### src/rtl/xlnx_clk_div_chan.sv
// One divider channel: period counter, active/pending divisor pair and
// registered clock/tick outputs. Divisor changes and enable changes only
// take effect at a period boundary, so the divided clock never glitches.
module xlnx_clk_div_chan #(
    parameter int CntWidth   = 16,
    parameter int DefaultDiv = 50
) (
    input  logic                soc_clk,
    input  logic                rst_n,
    input  logic                en_i,
    input  logic                align_i,
    input  logic [CntWidth-1:0] div_i,
    input  logic                div_valid_i,
    output logic                div_ready_o,
    output logic                clk_o,
    output logic                tick_o,
    output logic                active_o
);

    // Divisors below MinDiv cannot produce both a high and a low phase.
    localparam logic [CntWidth-1:0] MinDiv   = CntWidth'(2);
    localparam logic [CntWidth-1:0] CntOne   = CntWidth'(1);
    localparam logic [CntWidth-1:0] ResetDiv = CntWidth'(DefaultDiv);
    localparam logic [CntWidth-1:0] ResetCnt = CntWidth'(DefaultDiv - 1);

    logic [CntWidth-1:0] cnt_q, cnt_d;
    logic [CntWidth-1:0] div_q, div_d;
    logic [CntWidth-1:0] pend_div_q, pend_div_d;
    logic                pend_q, pend_d;
    logic                run_q, run_d;
    logic                clk_q, clk_d;
    logic                tick_q, tick_d;

    logic [CntWidth-1:0] eff_div;
    logic [CntWidth-1:0] eff_div_next;
    logic [CntWidth-1:0] hi_next;
    logic                wrap;
    logic                accept;

    function automatic logic [CntWidth-1:0] clamp_div(input logic [CntWidth-1:0] d);
        return (d < MinDiv) ? MinDiv : d;
    endfunction

    // Next-state logic: a boundary is either the natural end of the period or
    // an align request on an enabled channel; both collapse into one wrap.
    always_comb begin
        cnt_d      = cnt_q;
        div_d      = div_q;
        pend_d     = pend_q;
        pend_div_d = pend_div_q;
        run_d      = run_q;

        eff_div = clamp_div(div_q);
        accept  = div_valid_i & ~pend_q;
        wrap    = (cnt_q == (eff_div - CntOne)) | (align_i & en_i);

        if (wrap) begin
            run_d = en_i;
            if (pend_q) begin
                div_d  = pend_div_q;
                pend_d = 1'b0;
            end
        end

        eff_div_next = clamp_div(div_d);
        hi_next      = eff_div_next - (eff_div_next >> 1);

        if (wrap) begin
            cnt_d = run_d ? '0 : (eff_div_next - CntOne);
        end else if (run_q) begin
            cnt_d = cnt_q + CntOne;
        end

        if (accept) begin
            pend_d     = 1'b1;
            pend_div_d = div_i;
        end

        clk_d  = run_d & (cnt_d < hi_next);
        tick_d = run_d & wrap & (cnt_d == '0);
    end

    // State and output registers; reset parks the channel at the end of a
    // default-length period so the first enable starts a fresh period.
    always_ff @(posedge soc_clk or negedge rst_n) begin
        if (!rst_n) begin
            cnt_q      <= ResetCnt;
            div_q      <= ResetDiv;
            pend_div_q <= '0;
            pend_q     <= 1'b0;
            run_q      <= 1'b0;
            clk_q      <= 1'b0;
            tick_q     <= 1'b0;
        end else begin
            cnt_q      <= cnt_d;
            div_q      <= div_d;
            pend_div_q <= pend_div_d;
            pend_q     <= pend_d;
            run_q      <= run_d;
            clk_q      <= clk_d;
            tick_q     <= tick_d;
        end
    end

    assign div_ready_o = ~pend_q;
    assign clk_o       = clk_q;
    assign tick_o      = tick_q;
    assign active_o    = run_q;

endmodule

### src/rtl/xlnx_clk_div_bank.sv
// Bank of independent programmable clock/tick dividers. Channel 0 feeds the
// SoC RTC input; the remaining channels provide PWM timebases and strobes.
// The align pulse is shared so every enabled channel restarts in phase.
module xlnx_clk_div_bank #(
    parameter int NumChannels = 2,
    parameter int CntWidth    = 16,
    parameter int DefaultDiv  = 50
) (
    input  logic                                soc_clk,
    input  logic                                rst_n,
    input  logic [NumChannels-1:0]              en_i,
    input  logic [NumChannels-1:0][CntWidth-1:0] div_i,
    input  logic [NumChannels-1:0]              div_valid_i,
    output logic [NumChannels-1:0]              div_ready_o,
    input  logic                                align_i,
    output logic [NumChannels-1:0]              clk_o,
    output logic [NumChannels-1:0]              tick_o,
    output logic [NumChannels-1:0]              active_o
);

    // One divider per channel, all sharing clock, reset and align.
    for (genvar ch = 0; ch < NumChannels; ch++) begin : g_chan
        xlnx_clk_div_chan #(
            .CntWidth   (CntWidth),
            .DefaultDiv (DefaultDiv)
        ) u_chan (
            .soc_clk     (soc_clk),
            .rst_n       (rst_n),
            .en_i        (en_i[ch]),
            .align_i     (align_i),
            .div_i       (div_i[ch]),
            .div_valid_i (div_valid_i[ch]),
            .div_ready_o (div_ready_o[ch]),
            .clk_o       (clk_o[ch]),
            .tick_o      (tick_o[ch]),
            .active_o    (active_o[ch])
        );
    end

endmodule

### config.mk
export PLATFORM = sky130hd
export DESIGN_NAME = xlnx_clk_div_bank
export DESIGN_NICKNAME = d
export VERILOG_FILES = /design/src/rtl/xlnx_clk_div_chan.sv /design/src/rtl/xlnx_clk_div_bank.sv
export SDC_FILE = /design/constraint.sdc
export NUM_CORES = 1
export LEC_CHECK = 0
export ABC_CLOCK_PERIOD_IN_PS = 9050
export BUFFER_PORTS_ARGS = -buffer_cell sky130_fd_sc_hd__buf_2
export CORE_MARGIN = 4
export CORE_UTILIZATION = 53
export DETAILED_ROUTE_END_ITERATION = 16
export PLACE_DENSITY = 0.67
export SLEW_MARGIN = 20
export SYNTH_ARGS = -nofsm -noshare
export SYNTH_HDL_FRONTEND = slang
export SYNTH_SLANG_ARGS = --single-unit
### constraint.sdc
create_clock -name soc_clk -period 9.05 [get_ports soc_clk]
set_input_delay 1.81 -clock soc_clk [delete_from_list [all_inputs] [get_ports soc_clk]]
set_output_delay 1.81 -clock soc_clk [all_outputs]
set_load 0.05 [all_outputs]
# Word-level counts from Yosys, hierarchy flattened
# Index checks and enable logic that the tools add are counted.
dict set report word_totals {
  ram_bits 0
  output_inout_bits 8
  romBits 0
  mem_count 0
  in_bits 39
  reg_bits 104
  latch_bits 0
  wordCells 68
}
dict set report classes {
  bitwise 14
  mux 20
  multipliers 0
  shifts 0
  n_reduce_logical 4
  n_addsub 8
  div 0
  n_eq_ne 2
  order_cmp 6
}
# cell n
set op_table {}
lappend op_table {{two-way mux 16 bit} 14}
lappend op_table {{< comparator 16 x 2 -> 1 bit (second input constant)} 4}
lappend op_table {{subtractor 16 x 1 -> 16 bit (second input constant)} 4}
lappend op_table {{adder 16 x 1 -> 16 bit (second input constant)} 2}
lappend op_table {{== test 16 bit} 2}
lappend op_table {{zero test 16 bit} 2}
lappend op_table {{< comparator 16 bit} 2}
lappend op_table {{subtractor 16 x 15 -> 16 bit} 2}
lappend op_table {{bitwise AND 1 bit} 10}
lappend op_table {{two-way mux 1 bit} 6}
lappend op_table {{nonzero test 2 bit} 2}
lappend op_table {{NOT 1 bit} 2}
lappend op_table {{bitwise OR 1 bit} 2}

# Depth between registers and ports, before layout
dict set report depth {
  depth_word 13
  ltp_mapped 44
}

# Hierarchy
# From an unflattened synthesis, not the netlist that was laid out.
dict set report unflattened {
  hier_cells 996
  hier_area_um2 9416.5
}
# mod cells_each area_each_um2 n_inst seq_area_each_um2
set modules_own_cells {}
lappend modules_own_cells {xlnx_clk_div_chan 498 4708.3 2 1308.8}

# Least setup slack after synthesis
# OpenSTA, ideal clock, no wires.
dict set report synth_timing {
  path_type {reg-to-reg}
  start {reg g_chan[1].u_chan.div_q[12]}
  end {reg g_chan[1].u_chan.clk_q}
  required_ps 8924
  path_buffers 2
  stages_incl_launch_ff 37
  arrival_ps 8052
  setup_ps 126
  synth_period_minus_slack_ps 8178
  setup_slack_ps 872
  path_cell_list {dfrtp_1 or4_4 or4b_4 or2_1 nand2_1 ha_1 or3b_2 or2_1 xor2_1 mux2i_1 a21oi_1 nand4b_1 a21o_1 buf_6 buf_6 mux2i_1 ha_1 nor4b_1 nand4_1 mux2i_1 nor2_1 ha_1 o21ba_2 o21bai_1 a21oi_1 o21ai_0 a21oi_1 nor4_1 a2111oi_0 o21bai_1 a21oi_1 o31ai_1 a221o_1 xnor2_1 ha_1 nand4_1 o311a_1}
}
dict set report synth_between {
  elab_chain_len 13
}
# item line_no
set synth_lines {}
lappend synth_lines {{start: declaration} xlnx_clk_div_chan.sv:27} ;# logic [CntWidth-1:0] div_q, div_d;
lappend synth_lines {{start signal: assignment} xlnx_clk_div_chan.sv:88} ;# div_q <= ResetDiv;
lappend synth_lines {{start signal: assignment} xlnx_clk_div_chan.sv:96} ;# div_q <= div_d;
lappend synth_lines {{< comparator 16 x 2 -> 1 bit} xlnx_clk_div_chan.sv:41} ;# return (d < MinDiv) ? MinDiv : d;
lappend synth_lines {{two-way mux 16 bit} xlnx_clk_div_chan.sv:41}
lappend synth_lines {{subtractor 16 x 1 -> 16 bit} xlnx_clk_div_chan.sv:55} ;# wrap = (cnt_q == (eff_div - CntOne)) | (align_i & en_i);
lappend synth_lines {{== test 16 bit} xlnx_clk_div_chan.sv:55}
lappend synth_lines {{bitwise OR 1 bit} xlnx_clk_div_chan.sv:55}
lappend synth_lines {{two-way mux 16 bit} xlnx_clk_div_chan.sv:57} ;# if (wrap) begin
lappend synth_lines {{< comparator 16 x 2 -> 1 bit} xlnx_clk_div_chan.sv:41}
lappend synth_lines {{two-way mux 16 bit} xlnx_clk_div_chan.sv:41}
lappend synth_lines {{subtractor 16 x 1 -> 16 bit} xlnx_clk_div_chan.sv:69} ;# cnt_d = run_d ? '0 : (eff_div_next - CntOne);
lappend synth_lines {{two-way mux 16 bit} xlnx_clk_div_chan.sv:69}
lappend synth_lines {{two-way mux 16 bit} xlnx_clk_div_chan.sv:68} ;# if (wrap) begin
lappend synth_lines {{< comparator 16 bit} xlnx_clk_div_chan.sv:79} ;# clk_d = run_d & (cnt_d < hi_next);
lappend synth_lines {{bitwise AND 1 bit (*)} xlnx_clk_div_chan.sv:79}
lappend synth_lines {{via g_chan[1].u_chan.clk_d} xlnx_clk_div_chan.sv:31} ;# logic clk_q, clk_d;
lappend synth_lines {{end signal: assignment} xlnx_clk_div_chan.sv:100} ;# clk_q <= clk_d;
lappend synth_lines {{end: declaration} xlnx_clk_div_chan.sv:31}
# The timed path passes the listed nets; every way through them passes the cells marked *.
# A chain may end at the register's enable or synchronous reset.

# Final worst setup path
# Same ends and word-level chain as after synthesis.

==> flow_summary.ini <==
[drt]
post_drt_wl_per_cell_um = 18.5
wirelength_um = 22500
drcViolationCount = 0
via_count = 6875
ant_nets = 0
first_pass_iters = 5
routed_via_density = 5.65
drt_iter0_drc = 417

[power_and_ir_drop]
p_leak_uw = 0.00456
ir_drop_mv = 0.232
powerDensity_nw_per_um2 = 375
p_total_uw = 3690

[global_route]
grt_pass1_vias = 6816
grt_max_degree = 78
grt_pass1_wl_um = 36500
grt_usage_pct = 23.6
antenna_found_initial = 0
overflow = 0

[clock_tree]
clock-root-buffer = clkbuf_16
htree_levels = 3
cts_tree = built
cts.path.max_buffers = 2
clock_sinks = 104
path_clk_slew_ns = 0.08
clk_latency_ns = 0.37
numCtsBuffers = 9

[logic_synthesis]
ys_async_sr_fraction_pct = 100
yosysWarnings = 0
synth.distinct_cells = 81
netlist_instances = 946
synth-seq-cells = 104
ys_seq_area_share_pct = 29.1
syn_area_per_cell_sq_um = 9.51
synth-edff-count = 0
syn-cell-area_sq_um = 8990
synth_top_area_share_pct = 25.6
ys_dominant_reg_cell = dfrtp_1
syn_nets = 1102
yosys.area.top_type = dfrtp_1
synth_area_leaders = dfrtp_1 (26%), ha_1 (16%), xnor2_1 (7.5%), mux2_2 (4.8%), xor2_1 (4.6%)

[final_layout]
final_net_count = 1148
antenna_cells = 0
seq_area_sq_um = 2620
layout_common_cells = ha_1 (115), dfrtp_1 (90), inv_1 (78)
fillers = 1508
drive_gt1_share_pct = 18.1
area_growth_pct = 9.61
final_common_cell = ha_1
multiInputGateArea_sq_um = 5950
finalNonFillerCells = 1217

[floorplan]
coreArea_sq_um = 16600
die_width_um = 138
io_pins = 47
dieArea_sq_um = 19100
fp.dieH_um = 138
initial_utilization_pct = 54.2
rows = 47

[placed_design]
io_buffers = 46
dp.cells = 1195
dp_hpwl_um = 18100
gp_congestion = 0.908

[setup_path]
crit_cells = 42
cp_num_buf_inv = 2
cp-end-kind = flip-flop
cp_common_cell = a21oi_1
critical_path.slowest_cell = or4b_4
cp-start-kind = flip-flop
reg2regPathDepth = 42
cp.required_ns = 9.35
cpLargestDelayFamily = simple AND/OR/NAND/NOR gates
slowest_delay_ns = 0.57
cp.arrival_ns = 8.82
critPathKind = flip-flop to flip-flop
crit_fanout = 6

[timing]
hold_viol_final = 0
rsz0062_at_grt = yes
max_freq_mhz = 117
maxSlewViolCount = 0
maxSlewHeadroom_pct = 30.7
worstMarginPinSlew_ns = 1.04
fin_setup_tns_ns = 0
holdWs_ns = 0.538
period_needed_ns = 8.52
finClkSkew_ns = 0.00892
period_share_pct = 94.1
finalSetupViolCount = 0

[min_path]
whs_path_depth = 1
holdCritPathClass = flip-flop to flip-flop

[outcome]
status = completed

[job]
cap_violations = 0
-- layer usage --
metal | GRT usage (%) | routed length, um | part of all wire (%) | up-vias
met1 | 29.8 | 9740 | 43 | 3327
met2 | 42.0 | 11700 | 52 | 98
met4 | 7.28 | 489 | 2.2 | 0
li1 | - | - | - | 3422
met3 | 3.28 | 604 | 2.7 | 28
met5 | 0 | 0 | 0 | -
-- power breakdown --
part / internal [uW] / leakage [uW] / switching, uW / total [uW]
clock: 199 / 0.000151 / 204 / 403
combinational: 1100 / 0.00315 / 1330 / 2420
sequential: 623 / 0.00125 / 243 / 866
total: 1920 / 0.00456 / 1770 / 3690
-- synthesized netlist by cell type (4+ instances only) --
cell	count
inv_1	78
nor3_1	9
dfstp_2	12
nand2_1	57
mux2_2	38
mux2i_1	24
nor2_1	38
buf_4	8
xor2_1	47
inv_2	6
nor4_1	16
nand3_1	20
o211ai_1	5
or2_1	8
nor2b_1	12
ha_1	115
or3_1	5
o21ai_0	26
mux2i_2	5
a21oi_1	34
o21ai_1	7
and3_1	8
nand4_1	22
clkbuf_1	17
or4_1	5
a21o_1	9
a31oi_1	7
xnor2_1	77
dfrtp_1	92
mux2i_4	5
o21a_1	4
nor4b_1	5
nand3b_1	4
o21bai_1	14
o22ai_1	26
nand2b_1	10
-- per-stage QoR --
stage / area, sq um / worst slack (ns) / utilization (%)
2_1_floorplan: 8990 / 0.872 / -
3_3_place_gp: 9440 / 0.425 / 56.9
3_5_place_dp: 9440 / 0.392 / 56.9
4_1_cts: 9740 / 0.317 / 58.8
5_1_grt: 9860 / -0.142 / 59.4
6_report: 9860 / 0.531 / 59.4
-- sequential cells by signal, indices dropped and copies added, names as in the netlist --
signal and count:
g_chan.u_chan.cnt_q 32, g_chan.u_chan.div_q 32, g_chan.u_chan.pend_div_q 32, g_chan.u_chan.active_o 2, g_chan.u_chan.clk_o 2, g_chan.u_chan.pend_q 2, g_chan.u_chan.tick_o 2
-- what timing repair did --
action / 4_1_cts / 5_1_grt
setup buffers: 0 / 6
hold buffers: 0 / 0
gates resized for setup: 0 / 16
setup endpoints to repair: 0 / 2
-- cell families after synthesis --
group                    count (synthesis)  share of synthesized area [%]
flip-flops                             104                           29.1
XOR/XNOR                               124                           12.1
multiplexers                            74                           9.74
AND/OR/NAND/NOR                        242                           14.6
buffers and inverters                  115                           5.38
AO/OA/AOI/OAI                          170                           12.6
adder cells (fa/ha/maj)                117                           16.4
-- cell type report --
cell class                      instances  area share [%]
Multi-Input combinational cell        727            60.4
Sequential cell                       104            26.6
Timing Repair Buffer                   65            3.85
Inverter                               85            3.24
Tap cell                              220            2.79
Clock buffer                            9            2.28
Clock inverter                          7           0.850
-- worst reg2reg max path, delay by kind of cell (launching register included) --
kind | cells | cell delay, ns
flops | 1 | 0.44
buf+inv | 2 | 0.16
simple gates | 16 | 3.63
mux | 3 | 0.69
xor+xnor | 2 | 0.30
fa+ha+maj | 5 | 1.25
compound gates | 14 | 1.98
-- path summary, 6_finish.rpt --
| check | start | end | slack, ns |
|---|---|---|---|
| min in group asynchronous | rst_n | g_chan[0].u_chan.pend_div_q[3] | 1.37 |
| max in group asynchronous | rst_n | g_chan[1].u_chan.div_q[10] | 6.61 |
| max reg2reg | g_chan[1].u_chan.div_q[12] | g_chan[1].u_chan.clk_o | 0.53 |
| min | g_chan[0].u_chan.pend_div_q[15] | g_chan[0].u_chan.pend_div_q[15] | 0.54 |
| min reg2reg | g_chan[0].u_chan.pend_div_q[15] | g_chan[0].u_chan.pend_div_q[15] | 0.54 |
| max | g_chan[1].u_chan.div_q[12] | g_chan[1].u_chan.clk_o | 0.53 |
No activity file was read; power rests on OpenSTA's default activity.
